--- src/rtl/sdcmd_resp.sv ---
// rtl/sdcmd_resp.sv - SD card-side command receiver and response transmitter
// Optional CRC7/end-bit check on received frames: define SDCMD_RESP_CRCCHK_EN.
module sdcmd_resp #(
  parameter int NCR = 2
) (
  input  logic        clk,
  input  logic        rst,
  input  logic        sdclk,
  input  logic        sdcmd_in,
  output logic        sdcmd_out,
  output logic        sdcmd_oe,
  output logic        busy,
  output logic        cmd_valid,
  output logic [5:0]  cmd_idx,
  output logic [31:0] cmd_arg,
  output logic        cmd_crc_err,
  input  logic        resp_start,
  input  logic        resp_skip,
  input  logic [5:0]  resp_idx,
  input  logic [31:0] resp_arg,
  input  logic        resp_nocrc
);

  typedef enum logic [2:0] {
    S_IDLE, S_RX, S_CHECK, S_WAIT, S_GAP, S_TX
  } state_t;

  localparam logic [6:0] NCR_W = 7'(NCR);

  function automatic logic [6:0] crc7_next(input logic [6:0] c, input logic b);
    logic fb;
    fb = b ^ c[6];
    return {c[5:0], 1'b0} ^ (fb ? 7'h09 : 7'h00);
  endfunction

  state_t      state;
  logic [2:0]  clk_sync;
  logic [1:0]  cmd_sync;
  logic [47:0] rx_sr;
  logic [5:0]  rx_cnt;
  logic [6:0]  crc;
  logic [6:0]  fall_cnt;
  logic [39:0] tx_sr;
  logic [5:0]  tx_cnt;
  logic        nocrc_q;
  logic        tx_bit;
  logic        drive;
  logic        unused_bits;

  wire rise    = clk_sync[1] & ~clk_sync[2];
  wire fall    = ~clk_sync[1] & clk_sync[2];
  wire cmd_bit = cmd_sync[1];

  // Bits 0..39 come from the header, 40..46 from the running CRC, 47 is the end bit.
  always_comb begin
    tx_bit = 1'b1;
    if (tx_cnt < 6'd40)
      tx_bit = tx_sr[39];
    else if (tx_cnt < 6'd47)
      tx_bit = nocrc_q | crc[6];
  end

  assign drive = fall && ((state == S_GAP && fall_cnt >= NCR_W) ||
                          (state == S_TX && tx_cnt != 6'd48));

`ifdef SDCMD_RESP_CRCCHK_EN
  wire crc_ok = (rx_sr[7:1] == crc) && rx_sr[0];
  assign unused_bits = rx_sr[47];
`else
  assign cmd_crc_err = 1'b0;
  assign unused_bits = ^{rx_sr[47], rx_sr[7:0]};
`endif

  always_ff @(posedge clk) begin
    if (rst) begin
      state     <= S_IDLE;
      clk_sync  <= 3'b000;
      cmd_sync  <= 2'b11;
      rx_sr     <= '0;
      rx_cnt    <= '0;
      crc       <= '0;
      fall_cnt  <= '0;
      tx_sr     <= '0;
      tx_cnt    <= '0;
      nocrc_q   <= 1'b0;
      sdcmd_out <= 1'b1;
      sdcmd_oe  <= 1'b0;
      busy      <= 1'b0;
      cmd_valid <= 1'b0;
      cmd_idx   <= '0;
      cmd_arg   <= '0;
`ifdef SDCMD_RESP_CRCCHK_EN
      cmd_crc_err <= 1'b0;
`endif
    end else begin
      clk_sync <= {clk_sync[1:0], sdclk};
      cmd_sync <= {cmd_sync[0], sdcmd_in};
`ifdef SDCMD_RESP_CRCCHK_EN
      cmd_crc_err <= 1'b0;
`endif
      case (state)
        S_IDLE: begin
          if (rise && !cmd_bit) begin
            state  <= S_RX;
            busy   <= 1'b1;
            rx_sr  <= {rx_sr[46:0], 1'b0};
            rx_cnt <= 6'd1;
            crc    <= crc7_next(7'h00, 1'b0);
          end
        end
        S_RX: begin
          if (rise) begin
            rx_sr  <= {rx_sr[46:0], cmd_bit};
            rx_cnt <= rx_cnt + 6'd1;
            if (rx_cnt < 6'd40)
              crc <= crc7_next(crc, cmd_bit);
            if (rx_cnt == 6'd47) begin
              state    <= S_CHECK;
              fall_cnt <= '0;
            end
          end
        end
        S_CHECK: begin
          if (fall && fall_cnt < NCR_W)
            fall_cnt <= fall_cnt + 7'd1;
          if (!rx_sr[46]) begin
            state <= S_IDLE;
            busy  <= 1'b0;
          end
`ifdef SDCMD_RESP_CRCCHK_EN
          else if (!crc_ok) begin
            cmd_crc_err <= 1'b1;
            state       <= S_IDLE;
            busy        <= 1'b0;
          end
`endif
          else begin
            cmd_idx   <= rx_sr[45:40];
            cmd_arg   <= rx_sr[39:8];
            cmd_valid <= 1'b1;
            state     <= S_WAIT;
          end
        end
        S_WAIT: begin
          // The NCR gap keeps counting here so a slow user does not stretch it.
          if (fall && fall_cnt < NCR_W)
            fall_cnt <= fall_cnt + 7'd1;
          if (resp_skip) begin
            cmd_valid <= 1'b0;
            busy      <= 1'b0;
            state     <= S_IDLE;
          end else if (resp_start) begin
            cmd_valid <= 1'b0;
            tx_sr     <= {2'b00, (resp_nocrc ? 6'h3f : resp_idx), resp_arg};
            nocrc_q   <= resp_nocrc;
            crc       <= '0;
            tx_cnt    <= '0;
            state     <= S_GAP;
          end
        end
        S_GAP: begin
          if (drive)
            state <= S_TX;
          else if (fall && fall_cnt < NCR_W)
            fall_cnt <= fall_cnt + 7'd1;
        end
        S_TX: begin
          if (fall && tx_cnt == 6'd48) begin
            sdcmd_oe  <= 1'b0;
            sdcmd_out <= 1'b1;
            busy      <= 1'b0;
            state     <= S_IDLE;
          end
        end
        default: state <= S_IDLE;
      endcase

      if (drive) begin
        sdcmd_out <= tx_bit;
        sdcmd_oe  <= 1'b1;
        tx_cnt    <= tx_cnt + 6'd1;
        if (tx_cnt < 6'd40) begin
          crc   <= crc7_next(crc, tx_sr[39]);
          tx_sr <= {tx_sr[38:0], 1'b0};
        end else begin
          crc <= {crc[5:0], 1'b0};
        end
      end
    end
  end

endmodule

--- config.mk ---
export PLATFORM = sky130hd
export DESIGN_NAME = sdcmd_resp
export DESIGN_NICKNAME = d
export VERILOG_FILES = /design/src/rtl/sdcmd_resp.sv
export SDC_FILE = /design/constraint.sdc
export NUM_CORES = 1
export LEC_CHECK = 0
export CORE_AREA = 2 2 115 106
export CTS_BUF_LIST = sky130_fd_sc_hd__clkbuf_4 sky130_fd_sc_hd__clkbuf_8 sky130_fd_sc_hd__clkbuf_16
export DETAILED_ROUTE_END_ITERATION = 6
export DIE_AREA = 0 0 117 108
export PLACE_DENSITY = 0.83
export SLEW_MARGIN = 20
export SYNTH_ARGS = -nofsm -noshare
export SYNTH_HDL_FRONTEND = slang
export SYNTH_SLANG_ARGS = --single-unit
--- constraint.sdc ---
create_clock -name clk -period 3.9 [get_ports clk]
set_input_delay 0.585 -clock clk [delete_from_list [all_inputs] [get_ports clk]]
set_output_delay 0.585 -clock clk [all_outputs]
set_load 0.01 [all_outputs]
; ---- After elaboration in Yosys (flattened, before gate mapping)
; Cells that the tools add are included.
[totals]
n_memories = 0
rom_bits = 0
register_bits = 164
wordCells = 143
latch_bits = 0
mem_bits_rw = 0
[classes]
n_bitwise = 10
n_lt_le_gt_ge = 5
n_eq_ne = 24
n_div = 0
n_shift = 0
n_reduce_logical = 29
n_mux = 56
n_mul = 0
add_sub_neg = 3
[ops]
columns = operator, n
row1 = 40-bit 2-to-1 mux, 5
row2 = 47-bit 2-to-1 mux, 2
row3 = 47-bit one-hot mux with 2 select lines, 1
row4 = 7-bit 2-to-1 mux, 11
row5 = 6-bit 2-to-1 mux, 7
row6 = 7-bit one-hot mux with 3 select lines, 2
row7 = 3-bit 2-to-1 mux, 7
row8 = "6-bit less-than comparator, second input constant", 3
row9 = "3-bit != test, second input constant", 6
row10 = 3-bit one-hot mux with 6 select lines, 1
row11 = "2-bit != test, second input constant", 8
row12 = 1-bit 2-to-1 mux, 14
row13 = 7-bit by 4-bit bitwise XOR with 7-bit output, 2
row14 = "6-bit by 1-bit adder with 6-bit output, second input constant", 2
row15 = "6-bit == test, second input constant", 2
row16 = 6-bit one-hot mux with 2 select lines, 1
row17 = 3-bit AND reduction, 4
row18 = 6-bit AND reduction, 2
row19 = 2-bit nonzero test, 6
row20 = 4-bit 2-to-1 mux, 2
row21 = 4-bit nonzero test, 2
row22 = "7-bit by 1-bit adder with 7-bit output, second input constant", 1
row23 = "7-bit by 2-bit >= comparator with 1-bit output, second input constant", 1
row24 = "7-bit by 2-bit less-than comparator with 1-bit output, second input constant", 1
row25 = 21 further kinds, 34

; ---- Depth between registers and ports, before layout
; Gate-level depths: netlist of run 1.
[depth]
ltp_word = 7
mapped_depth = 8
mapped_depth_nobuf = 7

; ---- Worst setup path before layout of run 1
; OpenSTA, ideal clock, no wires.
[synth_timing]
path_type = flip-flop to flip-flop
start = register fall_cnt[1]
end = register crc[0]
synth_period_minus_slack_ns = 2.325
t_arrival_ns = 2.210
setup_slack_ns = 1.575
stages_incl_launch_ff = 8
required_ns = 3.784
setup_ns = 0.116
n_path_buf = 2
cell_sequence = dfxtp_1 -> or4_4 -> or4_1 -> buf_2 -> and3_1 -> buf_6 -> a221o_1 -> a31o_1
[synth_via]
elab_chain_cells = 6
[synth_rtl]
columns = element, line
row1 = start: declaration, 42  ; logic [6:0] fall_cnt;
row2 = start signal: assignment, 125  ; fall_cnt <= fall_cnt + 7'd1;
row3 = start signal: assignment, 147  ; fall_cnt <= fall_cnt + 7'd1;
row4 = start signal: assignment, 165  ; fall_cnt <= fall_cnt + 7'd1;
row5 = 7-bit by 2-bit >= comparator with 1-bit output *, 63  ; assign drive = fall && ((state == S_GAP && fall_cnt >= NCR_W) ||
row6 = 1-bit logical AND *, 63
row7 = 1-bit logical OR *, 63
row8 = 1-bit logical AND *, 63
row9 = 3-bit != test (no source line) or 4-bit nonzero test (tied branches), -
row10 = 6-bit AND reduction (no source line), -
row11 = end signal: assignment, 108  ; crc <= crc7_next(7'h00, 1'b0);
row12 = end signal: assignment, 116  ; crc <= crc7_next(crc, cmd_bit);
row13 = end signal: assignment, 183  ; crc <= crc7_next(crc, tx_sr[39]);
row14 = end: declaration, 41  ; logic [6:0] crc;
; Mark *: on every way between the ends. The rest lies on a longest branch, timed or not.
; A chain may end at the register's enable or synchronous reset.

; ---- Worst setup path in the final report of run 1
[layout_timing]
start = register state[2]
end = register tx_cnt[5]
[layout_via]
elab_chain_cells = 6
[layout_rtl]
columns = element, line
row1 = start: declaration, 36  ; state_t state;
row2 = start signal: assignment, 76  ; state <= S_IDLE;
row3 = start signal: assignment, 104  ; state <= S_RX;
row4 = start signal: assignment, 118  ; state <= S_CHECK;
row5 = "3-bit == test, on equally long branches", "63, 64"
row6 = "1-bit logical AND, on equally long branches", "63, 64"
row7 = 1-bit logical OR, 63
row8 = 1-bit logical AND, 63
row9 = 2-bit by 1-bit != test with 1-bit output (no source line) or 2-bit nonzero test (tied branches), -
row10 = 3-bit AND reduction (no source line), -
row11 = end signal: assignment, 181  ; tx_cnt <= tx_cnt + 6'd1;
row12 = end: declaration, 44  ; logic [5:0] tx_cnt;
; Parallel ways exist; a longest one is shown, timed or not.

==> results, run 1 <==
- The slowest library cell on the worst path is nand3_1.
- The number of top-level pins is 88.
- The source-to-sink clock delay at the later pin of the worst-skew pair is 0.43 ns.
- The number of nets with antenna violations after routing is 0.
- After synthesis, flip-flops and latches occupy 49.9% of the total area.
- The kind of launch point of the worst setup path is a flop.
- The last weighted congestion value of the routability-driven placer is 0.872.
- Summed over all nets, the half-perimeter wirelength after detailed placement is 9860 um.
- The total clock buffers created by CTS is 17.
- The final worst setup slack is 1.06 ns.
- Counting flops and latches in the post-synthesis netlist gives 164.
- The cell area after technology mapping is 6590 um2.
- Setup violations remaining at the end of the flow were counted as 0.
- In this run the critical register-to-register path is captured at tx_cnt[5].
- The die outline area is 12600 um2.
- Of the available clock period, the critical path in the final layout requires 72.8%.
- The most frequently used flop master after synthesis is dfxtp_1.
- Ranked by instance count, the synthesized netlist is headed by 253 x nand2_1, 164 x dfxtp_1, 120 x a21oi_1, 55 x clkbuf_1, 50 x nor2_1.
- The number of nets produced by synthesis is 884.
- The type of destination of the critical path is a flop.
- Across the routed clock network, the largest skew measured is 0.00900 ns.
- The initial detailed-routing violation count is 520.
- Once the clock tree was built, the resizer swapped 0 gates to a different size.
- In this run the core area contains 37 standard-cell rows.
- The delay of the slowest critical-path stage is 0.68 ns.
- Entering global routing, the biggest net connects 79 pins.
- The start-to-end type of the worst setup path is flop to flop.
- The count of endpoints failing hold in the final timing report was 0.
- The total vias in the final route is 6001.
- The highest achievable clock rate is 0.352 GHz.
- The number of buffer cells added on primary ports is 86.
- Ranked by total cell area, the synthesized netlist is headed by dfxtp_1 50%, nand2_1 14%, a21oi_1 9.1%, a311oi_1 4.4%, clkbuf_1 3.1%.
- The count of pins over their slew limit was 0.
- After detailed routing, the number of vias per cell comes to 5.68.
- The library cell occupying the most area in the post-synthesis netlist is dfxtp_1.
- The first global-routing pass estimated 26000 um of wire.
- For the worst setup path, the data required time is 4.25 ns.
- The most frequent cell after synthesis is nand2_1.
- The number of hold buffers added after CTS was 0.
- The number of global-route vias before repair is 5631.
- In this run the clock root is driven by a clkbuf_16.
- The length of the first detailed-routing pass in iterations is 5.
- After routing the design area is 8140 um2.
- In the synthesized netlist the async set-or-reset flop fraction comes to 0%.
- In this run the tightest slew margin relative to its limit is 41.2%.
- For flop-to-flop paths, the worst setup slack is 1.06 ns.
- Clock-pin slew was measured on the worst setup and hold paths at 0.06 ns.
- The final wirelength is 15500 um.
- The number of enable flip-flop cells after synthesis is 0.
- The initial antenna violation count is 0.
- Traced cell by cell, the critical path runs through nor4bb_1 > nand3_1 > or4_1 > a31oi_1.
- The launching point of the worst reg2reg path is state[2].
- Setup repair after global routing left no endpoint under its margin.
- Counting every instance in the synthesized netlist gives 834.
- Post-CTS timing repair inserted 0 buffers for setup.
- The post-route netlist has 6.56% of its cells at a drive strength greater than 1.
- The critical path data arrival time is 3.19 ns.
- In this run the worst path has a maximum fanout of 18.
- The worst reg2reg path depth is 4.
- The setup TNS is 0 ns.
- Counting instances, the worst hold path has a depth of 1.
- The top cell type by area accounts for 49.9% of the synthesized area.
- The run finished with clean final reports.
- The largest vdd supply drop is 0.354 mV.
- On the critical path the largest part of the delay comes from simple AND/OR/NAND/NOR gates.
- The floorplan die height is 108 um.
- The critical path buffer and inverter count is 0.
- The buffer levels on the longest clock path is 2.
- The average footprint of a synthesized cell is 7.90 um2.
- The area of the placeable core is 11300 um2.
- The static leakage is 2.68 nW.
- The power per cell area is 468 nW/um2.
- The number of distinct standard cells referenced by the synthesized netlist is 53.
- The worst hold endpoint is cmd_sync[1].
- The final layout contains 937 nets.
- The post-detailed-route wirelength per cell is 14.6 um.
- The total grt overflow is 0.
- TritonCTS built the clock tree.
- At the end of the flow the core is filled with cells to 71.7%.
- The startpoint identified for the worst hold timing path is cmd_sync[0].
- The die is 117 um wide.
- The number of H-tree branching levels is 4.
- The initial utilization of the core area, before any placement, comes to 58.1%.
- For this run, design rule violations remaining after detail routing come to 0.
- The all-layer global routing usage is 25.8%.
- For the pin with the worst max-slew slack, the measured transition is 0.879 ns.
- The number of max-capacitance violations reported is 0.
- After detailed placement, the total cell area comes to 7490 um2.
- The area growth from synthesis to final layout is 23.5%.
- The count of inserted antenna diode cells is 0.
- The minimum period implied by the final worst setup slack is 2.84 ns.
- Clock tree synthesis found a total of 164 sinks.
- The warning count from the yosys run is 0.
- Prior to clock tree synthesis, the placed netlist has a worst setup slack of 0.869 ns.
- The class of the worst hold path is flop to flop.
-- area by class of cell --
cell class | count | area (um2)
clock inverters | 12 | 165
well taps | 156 | 195
clock buffers | 20 | 467
fillers | 855 | 3210
flip-flops and latches | 164 | 3280
inverters | 5 | 18.8
repair buffers | 97 | 961
multi-input cells | 602 | 3050
-- sequential cells by signal, indices dropped and copies added (netlist names), 6 cells and up --
register / cells
fall_cnt: 7
cmd_idx: 6
crc: 7
tx_cnt: 6
rx_cnt: 6
tx_sr: 40
rx_sr: 47
cmd_arg: 32
-- power by group --
part | total [mW] | switching, mW | internal (mW) | leakage [nW]
Clock | 1.77 | 0.704 | 1.07 | 0.306
Combinational | 0.289 | 0.165 | 0.124 | 1.06
Sequential | 1.74 | 0.0391 | 1.70 | 1.32
Total | 3.81 | 0.908 | 2.90 | 2.68
-- layer usage --
layer / up-vias / GRT usage, % / share of wire [%]
li1: 2976 / - / -
met1: 2859 / 33.4 / 45
met2: 144 / 42.2 / 50
met3: 22 / 6.11 / 3.9
met4: 0 / 8.91 / 1.6
met5: - / 0 / 0
-- worst max-delay path by stage --
stage,cells after the start,endpoint,start,slack [ns]
2_1_floorplan,7,crc[0],fall_cnt[1],1.57
5_1_grt,4,tx_cnt[5],state[2],0.80
3_5_place_dp,6,tx_sr[19],resp_skip,0.87
4_1_cts,4,tx_cnt[5],state[2],1.10
6_report,4,tx_cnt[5],state[2],1.06
3_3_place_gp,6,tx_sr[24],resp_skip,1.00
-- placed cells by master (no fill, tap or decap), drive strengths merged, types with 2 or more instances in the layout --
| cell type | instances |
|---|---|
| dfxtp | 164 |
| nor3 | 7 |
| nor2 | 50 |
| nor2b | 6 |
| ha | 5 |
| a311oi | 33 |
| clkinv | 2 |
| o21ai | 15 |
| nor3b | 3 |
| or4 | 4 |
| nand2b | 2 |
| xor2 | 2 |
| a31oi | 5 |
| nand3 | 25 |
| nand2 | 253 |
| clkbuf | 20 |
| nor4 | 4 |
| a21oi | 120 |
| buf | 12 |
| nand3b | 6 |
| clkdlybuf4s50 | 85 |
| inv | 10 |
| bufinv | 3 |
| and2 | 2 |
| or2 | 5 |
| a211oi | 5 |
| and3 | 3 |
| xnor2 | 2 |
| a31o | 2 |
| and4b | 2 |
| o211ai | 8 |
| mux2i | 2 |
| o21a | 3 |
| or3 | 11 |
| clkinvlp | 2 |
-- through the flow --
step	hold slack, ns	power [mW]	cells
after floorplan	0.389	1.96	834
after global placement	0.398	2.05	1023
after detailed placement	0.401	2.06	1023
after CTS	0.416	3.81	1055
after global routing	0.443	3.93	1056
final	0.411	3.81	1056
-- kinds of logic (layout without fill, tap and decap cells) --
kind of cell / Yosys count / after routing / share of synthesized area [%]
AO/OA/AOI/OAI: 202 / 202 / 18.7
AND/OR/NAND/NOR: 388 / 388 / 25.4
flip-flops: 164 / 164 / 49.9
XOR/XNOR: 4 / 4 / 0.532
adder cells (fa/ha/maj): 5 / 5 / 0.950
buffers and inverters: 68 / 134 / 4.16
multiplexers: 2 / 2 / 0.304
other: 1 / 1 / 0.0569
Power figures use the tool's default switching activity.
==> run 2, diff against run 1 <==
Settings changed: CORE_AREA 2 2 115 106 to 2 2 119 109, DIE_AREA 0 0 117 108 to 0 0 121 111, PLACE_DENSITY 0.83 to 0.79.
Clock period 3.9 ns to 2.9 ns, I/O delays scaled along.
==> run 2 against run 1 <==
Clock power is 36% higher. Power is 36% higher. Routed wire length is 5.8% lower. Global-route usage is 3.4 points lower. Critical path type unchanged. Critical endpoint is now crc[0]. Largest cell class unchanged. Largest power group unchanged.
==> results, run 2 (synthesized netlist as in run 1, its figures left out) <==
- At the pin with the least slew margin, the transition time is 0.670 ns.
- The HPWL after detailed placement is 8810 um.
- The first global-routing pass estimated 24400 um of wire.
- The x dimension of the die is 121 um.
- The final layout net count is 942.
- The flow ran to the end, and the final reports show no timing, DRC or antenna violations.
- After filler insertion, the fill cell instance count of the layout stands at 1050.
- In this run the power density over the cells is 628 nW/um2.
- The detailed-route vias per instance is 5.43.
- Of the available clock period, the critical path in the final layout requires 85.0%.
- The worst reg2reg path depth is 5.
- The floorplan die height is 111 um.
- In the final layout, the registers with the most flip-flops are rx_sr (47), tx_sr (40), cmd_arg (32).
- The clock tree from TritonCTS is done.
- The count of endpoints failing hold in the final timing report is 0.
- The worst-case IR drop observed on VDD is 0.500 mV.
- The startpoint identified for the worst hold timing path is cmd_sync[0].
- The total grt overflow is 0.
- The number of antenna diodes in the final layout is 0.
- The number of buffer cells added on primary ports is 86.
- The detailed router put a total of 6740 um of wire on met1.
- The all-layer global routing usage is 22.3%.
- The sequential cells in the finished layout cover a total of 3280 um2.
- Hold repair after CTS inserted 0 buffers.
- The met2 wire length is 6980 um.
- The static leakage is 2.73 nW.
- The floorplan has 39 rows.
- The number of max-capacitance violations reported is 0.
- The library cells used most frequently in the layout, excluding fill and tap cells, are 253 x nand2_1, 164 x dfxtp_1, 120 x a21oi_1, 85 x clkdlybuf4s50_1, 50 x nor2_1.
- The setup path with the least slack is of type flop to flop.
- The clock passes through at most 2 buffers.
- The last weighted congestion value of the routability-driven placer is 0.874.
- From synthesis to final layout, the design area changed by 24.6%.
- The post-placement cell count is 1037.
- The critical path data arrival time is 2.77 ns.
- The tightest min-delay check is of the flop to flop type.
- The total clock buffers created by CTS is 17.
- Derived from the worst setup path, the maximum achievable clock frequency is 0.406 GHz.
- The clock transition at the registers of the reported paths is 0.06 ns.
- The count of pins over their slew limit is 0.
- The worst setup path is launched from a flop.
- In this run the critical register-to-register path is captured at crc[0].
- The startpoint identified for the worst register-to-register timing path is fall_cnt[1].
- Setup violations remaining at the end of the flow were counted as 0.
- Headroom to the max-slew limit came out at 55.3%.
- The length of the first detailed-routing pass in iterations is 5.
- The detailed router finished its first iteration with 347 violations.
- The pin count of the biggest net entering global routing is 80.
- The clock root buffer is clkbuf_16.
- The worst hold endpoint is cmd_sync[1].
- The region available for standard cell placement spans 12300 um2.
- STA puts the critical path data required time at 3.21 ns.
- For the finished layout, the period the worst path requires is 2.46 ns.
- The number of global-route vias before repair is 5292.
- The number of top-level pins is 88.
- After layout, the design draws a total of 5.16 mW.
- Setup slack on the worst reg-to-reg path comes out at 0.44 ns.
- The post-detailed-route wirelength per cell is 13.6 um.
- For this run, the share of the core covered by cells in the final layout is 66.5%.
- Setup repair after global routing left no endpoint under its margin.
- The detail route stage leaves a number of antenna-violating nets equal to 0.
- In the final layout, the share of cells above drive strength 1 is 6.85%.
- The final wirelength is 14600 um.
- Detailed routing placed a total of 685 um of wire on met3.
- For this run, design rule violations remaining after detail routing come to 0.
- The largest clock skew in the final design is 0.0116 ns.
- The critical-path maximum fanout is 10.
- At the later pin of the worst-skew pair, clock insertion delay measures 0.43 ns.
- The clock drives 164 sinks.
- The non-filler instance count after layout is 1069.
- The multi-input combinational cells in the finished layout cover a total of 3040 um2.
- The library cell used most frequently in the layout, excluding fill and tap cells, is nand2_1.
- The register with the most flip-flops is rx_sr.
- The H-tree was split into 4 levels.
- For this configuration, the core starts out at a cell density of 53.3%.
- Routed signal wires occupy layers up through met4.
- The initial antenna violation count is 0.
- After clock tree synthesis, the repair step resized 0 gates.
- The die outline area is 13400 um2.
- The number of setup buffers added after CTS is 0.
- The setup TNS is 0 ns.
- The flip-flop count of the largest register after layout is 47.
- The total vias in the final route is 5805.
- The type of destination of the critical path is a flop.
- The cell depth of the worst min-delay path is 1.
-- run 2: changes by cell type in the layout (fill, tap and decap cells not counted), moves of 2 or more --
cell,delta
inv_6,-2
clkbuf_8,+2
clkbuf_4,+2
buf_12,+2
clkinvlp_4,-2
buf_4,+4
-- run 2: how the worst max path moves through the flow --
stage	cells after the start	startpoint	slack (ns)	end
after global routing	5	fall_cnt[1]	0.36	crc[0]
after global placement	6	resp_skip	0.50	crc[3]
final	5	fall_cnt[1]	0.44	crc[0]
after floorplan	7	fall_cnt[1]	0.57	crc[0]
after detailed placement	6	resp_skip	0.47	crc[3]
after CTS	5	fall_cnt[1]	0.43	crc[0]
-- run 2: layout make-up --
type	count	share of cell area, %
Clock buffer	24	6.20
Multi-Input combinational cell	602	37.0
Inverter	5	0.229
Timing Repair Buffer	102	12.4
Clock inverter	8	1.66
Tap cell	164	2.50
Sequential cell	164	40.0
-- run 2: worst max-delay path: stages, from the launching register on --
cell and delay [ns]:
dfxtp_1 0.35, or4_4 0.55, or4_1 0.57, and3_1 0.33
a221o_1 0.34, a31o_1 0.21
-- run 2: metal layers --
layer | GRT usage [%] | vias to the layer above
li1 | - | 2973
met1 | 30.3 | 2672
met2 | 34.9 | 144
met3 | 5.09 | 16
met4 | 7.60 | 0
met5 | 0 | -
-- run 2: where the power goes --
| group | switching [mW] | internal (mW) |
|---|---|---|
| Sequential | 0.0401 | 2.29 |
| Clock | 0.905 | 1.50 |
| Combinational | 0.240 | 0.177 |
| Total | 1.18 | 3.97 |
-- run 2: per-stage QoR --
step / hold WS (ns) / cell area (um2) / worst slack, ns
after floorplan: 0.389 / 6590 / 0.575
after global placement: 0.394 / 7560 / 0.498
after detailed placement: 0.396 / 7560 / 0.473
after CTS: 0.424 / 8210 / 0.427
after global routing: 0.430 / 8210 / 0.363
final: 0.420 / 8210 / 0.435
